$ cat config.mk
export PLATFORM = sky130hd
export DESIGN_NAME = imm_extend_unit
export DESIGN_NICKNAME = d
export VERILOG_FILES = /design/src/rtl/imm_ext_pkg.sv /design/src/rtl/imm_ext_core.sv /design/src/rtl/imm_extend_unit.sv
export SDC_FILE = /design/constraint.sdc
export NUM_CORES = 1
export LEC_CHECK = 0
export CAP_MARGIN = 20
export CORE_MARGIN = 3
export CORE_UTILIZATION = 45
export CTS_CLUSTER_DIAMETER = 120
export CTS_CLUSTER_SIZE = 10
export DETAILED_ROUTE_END_ITERATION = 16
export GPL_TIMING_DRIVEN = 1
export PLACE_DENSITY = 0.8
export SLEW_MARGIN = 20
export SYNTH_ARGS = -nofsm -noshare
export SYNTH_HDL_FRONTEND = slang
export SYNTH_HIERARCHICAL = 1
export SYNTH_SLANG_ARGS = --single-unit
$ cat constraint.sdc
create_clock -name clk -period 5.8 [get_ports clk]
set_input_delay 0.58 -clock clk [delete_from_list [all_inputs] [get_ports clk]]
set_output_delay 0.58 -clock clk [all_outputs]
set_load 0.005 [all_outputs]
$ cat src/rtl/imm_ext_pkg.sv
// Shared definitions for the immediate extender: mode encoding and its type.
package imm_ext_pkg;

    typedef logic [1:0] imm_mode_t;

    localparam imm_mode_t MODE_SIGN    = 2'b00;
    localparam imm_mode_t MODE_ZERO    = 2'b01;
    localparam imm_mode_t MODE_UPPER   = 2'b10;
    localparam imm_mode_t MODE_SUBSIGN = 2'b11;

endpackage

$ cat src/rtl/imm_ext_core.sv
// Combinational immediate extension: {imm, mode} -> OUT_W-bit result.
module imm_ext_core
    import imm_ext_pkg::*;
#(
    parameter int unsigned IN_W  = 16,
    parameter int unsigned OUT_W = 32,
    parameter int unsigned SUB_W = 8
) (
    input  logic [IN_W-1:0]  imm,
    input  imm_mode_t        mode,
    output logic [OUT_W-1:0] data
);

    localparam int unsigned EXT_W     = OUT_W - IN_W;
    localparam int unsigned SUB_EXT_W = OUT_W - SUB_W;

    // Select the extension flavour; SUBSIGN ignores imm bits above SUB_W-1.
    always_comb begin
        data = '0;
        case (mode)
            MODE_SIGN:    data = {{EXT_W{imm[IN_W-1]}}, imm};
            MODE_ZERO:    data = {{EXT_W{1'b0}}, imm};
            MODE_UPPER:   data = {imm, {EXT_W{1'b0}}};
            MODE_SUBSIGN: data = {{SUB_EXT_W{imm[SUB_W-1]}}, imm[SUB_W-1:0]};
            default:      data = '0;
        endcase
    end

endmodule

$ cat src/rtl/imm_extend_unit.sv
// Pipelined immediate extender: combinational extension feeding a 2-entry
// output FIFO with valid/ready on both sides and a synchronous flush.
module imm_extend_unit
    import imm_ext_pkg::*;
#(
    parameter int unsigned IN_W  = 16,
    parameter int unsigned OUT_W = 32,
    parameter int unsigned SUB_W = 8
) (
    input  logic             clk,
    input  logic             reset,
    input  logic             flush,
    input  logic             in_valid,
    output logic             in_ready,
    input  logic [IN_W-1:0]  in_imm,
    input  imm_mode_t        in_mode,
    output logic             out_valid,
    input  logic             out_ready,
    output logic [OUT_W-1:0] out_data,
    output logic [1:0]       out_count
);

    logic [OUT_W-1:0] ext_data;
    logic [OUT_W-1:0] mem_q [2];
    logic             rd_ptr_q;
    logic             wr_ptr_q;
    logic [1:0]       count_q;
    logic [1:0]       count_d;
    logic             push;
    logic             pop;

    imm_ext_core #(
        .IN_W  (IN_W),
        .OUT_W (OUT_W),
        .SUB_W (SUB_W)
    ) u_core (
        .imm  (in_imm),
        .mode (in_mode),
        .data (ext_data)
    );

    // Handshake flags come only from registered state, so no input->output path.
    always_comb begin
        in_ready  = (count_q < 2'd2);
        out_valid = (count_q != 2'd0);
        out_data  = mem_q[rd_ptr_q];
        out_count = count_q;
        push      = in_valid && in_ready;
        pop       = out_valid && out_ready;
    end

    // Occupancy update; simultaneous push and pop leaves count unchanged.
    always_comb begin
        count_d = count_q;
        case ({push, pop})
            2'b10:   count_d = count_q + 2'd1;
            2'b01:   count_d = count_q - 2'd1;
            default: count_d = count_q;
        endcase
    end

    // Buffer state; reset clears storage too, flush only empties the queue.
    always_ff @(posedge clk) begin
        if (reset) begin
            mem_q[0] <= '0;
            mem_q[1] <= '0;
            rd_ptr_q <= 1'b0;
            wr_ptr_q <= 1'b0;
            count_q  <= 2'd0;
        end else if (flush) begin
            rd_ptr_q <= 1'b0;
            wr_ptr_q <= 1'b0;
            count_q  <= 2'd0;
        end else begin
            if (push) begin
                mem_q[wr_ptr_q] <= ext_data;
                wr_ptr_q        <= ~wr_ptr_q;
            end
            if (pop) begin
                rd_ptr_q <= ~rd_ptr_q;
            end
            count_q <= count_d;
        end
    end

endmodule

After elaboration in Yosys (flattened, before gate mapping)
Memories as Yosys holds them, arrays and structs flattened. A register that Yosys moved wholly into a read port is not among the register bits.
Index checks and enable logic that the tools add are counted.
W data, S select, Z words.
- bits in writable memories: 64
- bits of input ports: 23
- memories: 1
- output and inout bits: 36
- register bits after elaboration: 4
- memories (memory ; words ; width ; read ports ; clocked after memory_dff ; write ports ; RTL line ; source):
    mem_q ; 2 ; 32 ; 1 ; 1 ; 2 ; imm_extend_unit.sv:24 ; logic [OUT_W-1:0] mem_q [2];
- multiplexer cells: 13
- equal/unequal tests: 5
- magnitude comparators: 1
- $add $sub $neg: 2
- bitwise gates (word level): 2
- reduce and logical (&&, ||, !) cells: 7
- operators with widths (kind ; count):
    $pmux W32 S4 ; 1
    $mux W32 ; 1
    $reduce_or A32 Y1 ; 1
    $mux W1 ; 10
    $eq A2 B2 Y1 const B ; 3
    $eq A2 B1 Y1 const B ; 2
    $pmux W2 S2 ; 1
    $reduce_bool A2 Y1 ; 2
    $add A2 B1 Y2 const B ; 1
    $logic_and A1 B1 Y1 ; 2
    $logic_not A2 Y1 ; 1
    $lt A2 B2 Y1 const B ; 1
    $not A1 Y1 ; 2
    $reduce_or A2 Y1 ; 1
    $sub A2 B1 Y2 const B ; 1

Longest topological paths before layout
Gate-level depths: netlist of run 1.
- depth after elaboration: 8
- gate-level depth with buffers: 5

By module
The synthesis of run 1 kept the hierarchy.
- by module, submodules not included (module ; area an instance (sq um) ; instances ; cells an instance ; sequential area each (sq um)):
    imm_extend_unit ; 3015.4 ; 1 ; 205 ; 2021.9
    imm_ext_core ; 439.2 ; 1 ; 65 ; 0.0

Worst setup path after synthesis of run 1
No wires, ideal clock.
- kind: flip-flop to flip-flop
- from: register count_q[1] (netlist: out_count[1])
- to: memory mem_q[1][0] (enable)
- clock period less this slack: 1950 ps
- cell stages (with the launch flop): 4
- required time: 5412 ps
- arrival time: 1562 ps
- library setup time: 388 ps
- path buffers: 1
- setup slack: 3850 ps
- cell sequence: dfxtp_1 -> nor2b_1 -> clkbuf_1 -> a21o_1
- RTL lines (element ; RTL line ; source):
    start: declaration ; imm_extend_unit.sv:27 ; logic [1:0] count_q;
    start signal: assignment ; imm_extend_unit.sv:82 ; count_q <= count_d;
    end: declaration ; imm_extend_unit.sv:24 ;

==> results of run 1 <==
[area by class of cell]
| type | instances | area (µm²) | area share, % |
|---|---|---|---|
| clock inverters | 3 | 15.0 | 0.351 |
| repair buffers | 65 | 633 | 14.8 |
| inverters | 9 | 33.8 | 0.790 |
| multi-input cells | 167 | 1260 | 29.5 |
| well taps | 99 | 124 | 2.90 |
| clock buffers | 13 | 190 | 4.45 |
| flip-flops and latches | 69 | 2020 | 47.3 |
[report_power, final]
part | total, mW | internal (mW) | switching (mW) | leakage (nW)
Clock | 0.391 | 0.214 | 0.177 | 0.110
Sequential | 0.577 | 0.570 | 0.00678 | 0.712
Combinational | 0.150 | 0.0775 | 0.0720 | 1.04
[cell usage after synthesis]
cell type / instances / area [µm²]
buf_4: 2 / 15.0
nand3_2: 1 / 10.0
nand2_1: 2 / 7.51
nor2b_2: 1 / 8.76
edfxtp_1: 64 / 1920
o21a_1: 1 / 7.51
clkbuf_2: 7 / 35.0
o21ai_2: 4 / 35.0
dfxtp_1: 5 / 100
or3_1: 1 / 6.26
mux2_2: 31 / 349
inv_1: 9 / 33.8
nor2_1: 1 / 3.75
ha_1: 1 / 12.5
a211oi_1: 1 / 7.51
o21ai_0: 4 / 20.0
clkbuf_1: 8 / 30.0
mux2_1: 1 / 11.3
and2_1: 8 / 50.1
buf_2: 6 / 30.0
nor2b_1: 2 / 12.5
xnor2_1: 2 / 17.5
buf_6: 1 / 11.3
o21ai_1: 16 / 80.1
mux2i_1: 14 / 140
xor2_1: 2 / 17.5
or2_2: 1 / 6.26
and3_1: 64 / 400
a21o_1: 2 / 15.0
nand2b_1: 3 / 18.8
nor3_1: 4 / 20.0
buf_12: 1 / 20.0
[stage by stage]
stage / hold WS [ps] / total power, mW / util (%) / setup slack, ps / cell area, µm²
2_1_floorplan: 520 / 0.665 / - / 3850 / 3450
3_3_place_gp: 532 / 0.735 / 55.6 / 3300 / 4070
3_5_place_dp: 546 / 0.738 / 55.6 / 3220 / 4070
4_1_cts: 564 / 1.13 / 58.4 / 3270 / 4280
5_1_grt: 604 / 1.16 / 58.4 / 3230 / 4280
6_report: 563 / 1.12 / 58.4 / 3310 / 4280
[metal layers]
layer | vias to the layer above | part of all wire (%)
met4 | 0 | 2.6
met5 | - | 0
li1 | 1102 | -
met3 | 17 | 5.0
met2 | 78 | 50
met1 | 1137 | 42
[logic make-up after synthesis]
family	Yosys count
DFF	69
adders and majority gates	1
and+or+nand+nor	88
buffers and inverters	34
AOI/OAI and AO/OA	28
muxes	46
xor gates and xnor gates	4
[path summary, 6_finish.rpt]
path,slack [ps],from,end,depth (start not counted)
worst max-delay path,3310,flop,out_data[13],3
worst min-delay path,560,rd_ptr_q,flop,2
worst max register to register,4040,out_count[1],mem_q[1][17],4
worst min register to register,560,rd_ptr_q,flop,2
[sequential cells by signal (all words and copies together) (netlist names), named ones only]
signal     cells
rd_ptr_q       1
mem_q         64
wr_ptr_q       1
out_count      2
[worst max-delay path: stages, from the launching register on]
cell             delay [ps]
dfxtp_1                 310
buf_4                   380
mux2_2                  400
clkdlybuf4s50_1         460
==> flow_summary.ini, run 1 <==
[sta]
min_period_ps = 2490
tightest_slew_ps = 591
fin_skew_ps = 10.2
period_share_pct = 42.9
setup_viol = 0
setup_total_negative_slack_ps = 0
rsz0062_at_grt = false
maxSlewViolCount = 0
hold_viol_final = 0
slew-limit-headroom_pct = 60.4
max_freq_mhz = 402

[worst_setup_path]
required_ps = 5220
cp_data_arrival_time_ps = 1910
worstSetupPathType = reg2out
cp-end-kind = primary output
critPathMaxFanout = 32
startpoint_type = flop

[clock_tree]
clk_latency_ps = 340
ctsHtreeMaxLevel = 3
path_clk_slew_ps = 80
cts_resized = 0
cts_made_buffers = 9
hold_buffers = 0
cts_root_buffer = clkbuf_8
clock-sinks = 69
cts_tree = yes
clk_path_buf_depth = 2
post_cts_buffers = 0

[synthesis]
ys_types = 32
synth_mux_area_share_pct = 14.5
ys_ff_latch = 69
synth_nets = 294
synth_compound_area_share_pct = 4.78
synthAdderAreaFrac_pct = 0.362
synth_cells = 270
yosys.area_share.simple_pct = 15.8
synth_top_family_by_area = simple AND/OR/NAND/NOR gates
yosys_warnings = 6
synth_xor_area_share_pct = 1.01
netlist_area_um2 = 3450
ys_seq_area_share_pct = 58.5
syn_avg_cell_area_um2 = 12.8

[placed_design]
portBuffers = 58
gp_congestion = 0.778
placedCellCount = 409
hpwl_mm = 4.50

[drt]
drt_iter0_drc = 216
vias = 2334
vias_per_cell = 5.49
wl_per_cell_um = 16.9
drc = 0
drtAntennaViolNets = 0
first_pass_iters = 4
wl_mm = 7.17

[finish]
area_growth_pct = 23.8
fin_nets = 345
final_cell_mix = and3_1, edfxtp_1, clkdlybuf4s50_1
fillers = 595
diodes = 0
drive_above_1_share_pct = 19.0
fin_cells = 425

[floorplan]
initial_core_util_pct = 47.1
io_pins = 59
die_y_um = 93.6
core_um2 = 7330
die_x_um = 93.6
die_area_um2 = 8760
num_rows = 31

[pwr]
p_leak_nw = 1.86
power.density_nw_per_um2 = 261
ir_worst_vdd_v = 0.000109

[grt]
grt_max_degree = 65
grt_overflow_total = 0
met1_usage_pct = 21.0
grt_busiest_layer = met2
met2_usage_pct = 30.1
grt_pass1_wl_mm = 11.8
met3_usage_pct = 3.62
antenna_found_initial = 0
grt_use_total_pct = 17.6
grt_pass1_vias = 2431

[outcome]
run_status = finished clean

[min_path]
min_path_type = reg2reg

[run]
maxCapViolations = 0
No activity file was read; power rests on OpenSTA's default activity.
==> inputs of run 2 (changes only) <==
Clock period 5.8 ns to 2.6 ns, I/O delays scaled along.
==> flow_summary.ini, run 2 (synthesized netlist as in run 1, its figures left out) <==
[outcome]
run_status = finished clean

[finish]
diodes = 0
fillers = 592
final_cell_mix = and3_1, edfxtp_1, clkdlybuf4s50_1
top_register = mem_q
fin_nets = 349
area_growth_pct = 25.0
seq_area_um2 = 2020
largest_reg_flops = 64
multi_input_comb_area_um2 = 1260
drive_above_1_share_pct = 19.7
design_area_um2 = 4320

[pwr]
p_int_mw = 1.98
power.density_nw_per_um2 = 597
p_switching_mw = 0.594
clock_power_share_pct = 36.7
p_sw_share_pct = 23.1
pwr-share-comb_pct = 13.4
p_leak_nw = 1.88
fin_total_pwr_mw = 2.58
ir_worst_vdd_v = 0.000297
pwr-share-seq_pct = 49.9

[worst_setup_path]
cp_data_arrival_time_ps = 1930
crit_path_cell_trace = buf_4, mux2_2, clkdlybuf4s50_1
required_ps = 2340
critPathMaxFanout = 32
slowest_delay_ps = 460
cp_num_buf_inv = 2
cp-end-kind = primary output
path_delay_family = buffers and inverters
worstSetupPathType = reg2out
startpoint_type = flop
slowest_stage = clkdlybuf4s50_1

[grt]
grt_use_total_pct = 17.9
grt_pass1_wl_mm = 11.7
grt_overflow_total = 0
grt_max_degree = 65
antenna_found_initial = 0
grt_pass1_vias = 2367

[clock_tree]
ctsHtreeMaxLevel = 3
path_clk_slew_ps = 70
cts_root_buffer = clkbuf_8
cts_resized = 0
clk_path_buf_depth = 2
clock-sinks = 69
cts_tree = yes
cts_made_buffers = 9
hold_buffers = 0
post_cts_buffers = 0
clk_latency_ps = 350

[run]
maxCapViolations = 0

[sta]
maxSlewViolCount = 0
setup_viol = 0
setup_total_negative_slack_ps = 0
period_share_pct = 84.3
fin_skew_ps = 6.69
max_freq_mhz = 456
slew-limit-headroom_pct = 61.5
tightest_slew_ps = 575
hold_viol_final = 0
min_period_ps = 2190
rsz0062_at_grt = false

[drt]
vias = 2314
drtAntennaViolNets = 0
vias_per_cell = 5.39
wl_mm = 7.62
first_pass_iters = 4
drt_iter0_drc = 242
wl_per_cell_um = 17.8
drc = 0

[min_path]
min_path_type = reg2reg

[floorplan]
core_um2 = 7330
initial_core_util_pct = 47.1
die_area_um2 = 8760
die_y_um = 93.6
die_x_um = 93.6
num_rows = 31
io_pins = 59

[placed_design]
hpwl_mm = 5.03
gp_congestion = 0.773
postPlaceCellArea_um2 = 4100
portBuffers = 58
-- run 2: layout make-up --
cell class | count | area share [%]
timing repair buffer | 69 | 15.4
tap | 99 | 2.87
clock inverter | 7 | 2.09
inverter | 9 | 0.783
clock buffer | 9 | 2.87
sequential | 69 | 46.8
multi-input combinational | 167 | 29.2
-- run 2: worst paths after layout --
path | start | to | slack [ps] | cells past startpoint
hold reg to reg | wr_ptr_q | wr_ptr_q | 580 | 2
setup reg to reg | out_count[1] | out_count[1] | 970 | 4
setup / recovery | flop | out_data[29] | 410 | 3
hold / removal | wr_ptr_q | wr_ptr_q | 580 | 2
-- run 2: tightest hold or removal path, delay by kind of cell, from the launching register on --
family                    cells  cell delay (ps)
DFF                           1              340
xor gates and xnor gates      1              150
and+or+nand+nor               1               50
-- run 2: metal layers --
layer	wire [µm]	global-route usage, %	vias to the layer above
li1	-	-	1108
met1	2960	21.4	1105
met2	4010	30.2	90
met3	528	4.42	11
met4	123	8.42	0
met5	0	0	-
-- run 2: through the flow --
step	worst slack, ps	utilization, %	hold slack [ps]	instances
5_1_grt	317	58.9	589	429
2_1_floorplan	650	-	338	270
6_report	408	58.9	581	429
3_5_place_dp	542	56.0	570	413
3_3_place_gp	617	56.0	533	413
4_1_cts	372	58.9	577	429
-- run 2: power groups by stage --
| stage | combinational (mW) | clock [mW] | sequential (mW) |
|---|---|---|---|
| floorplan | 0.175 | 0 | 1.31 |
| global placement | 0.337 | 0 | 1.31 |
| detailed placement | 0.343 | 0 | 1.31 |
| CTS | 0.345 | 0.955 | 1.29 |
| global route | 0.371 | 0.998 | 1.29 |
| finish | 0.344 | 0.946 | 1.29 |
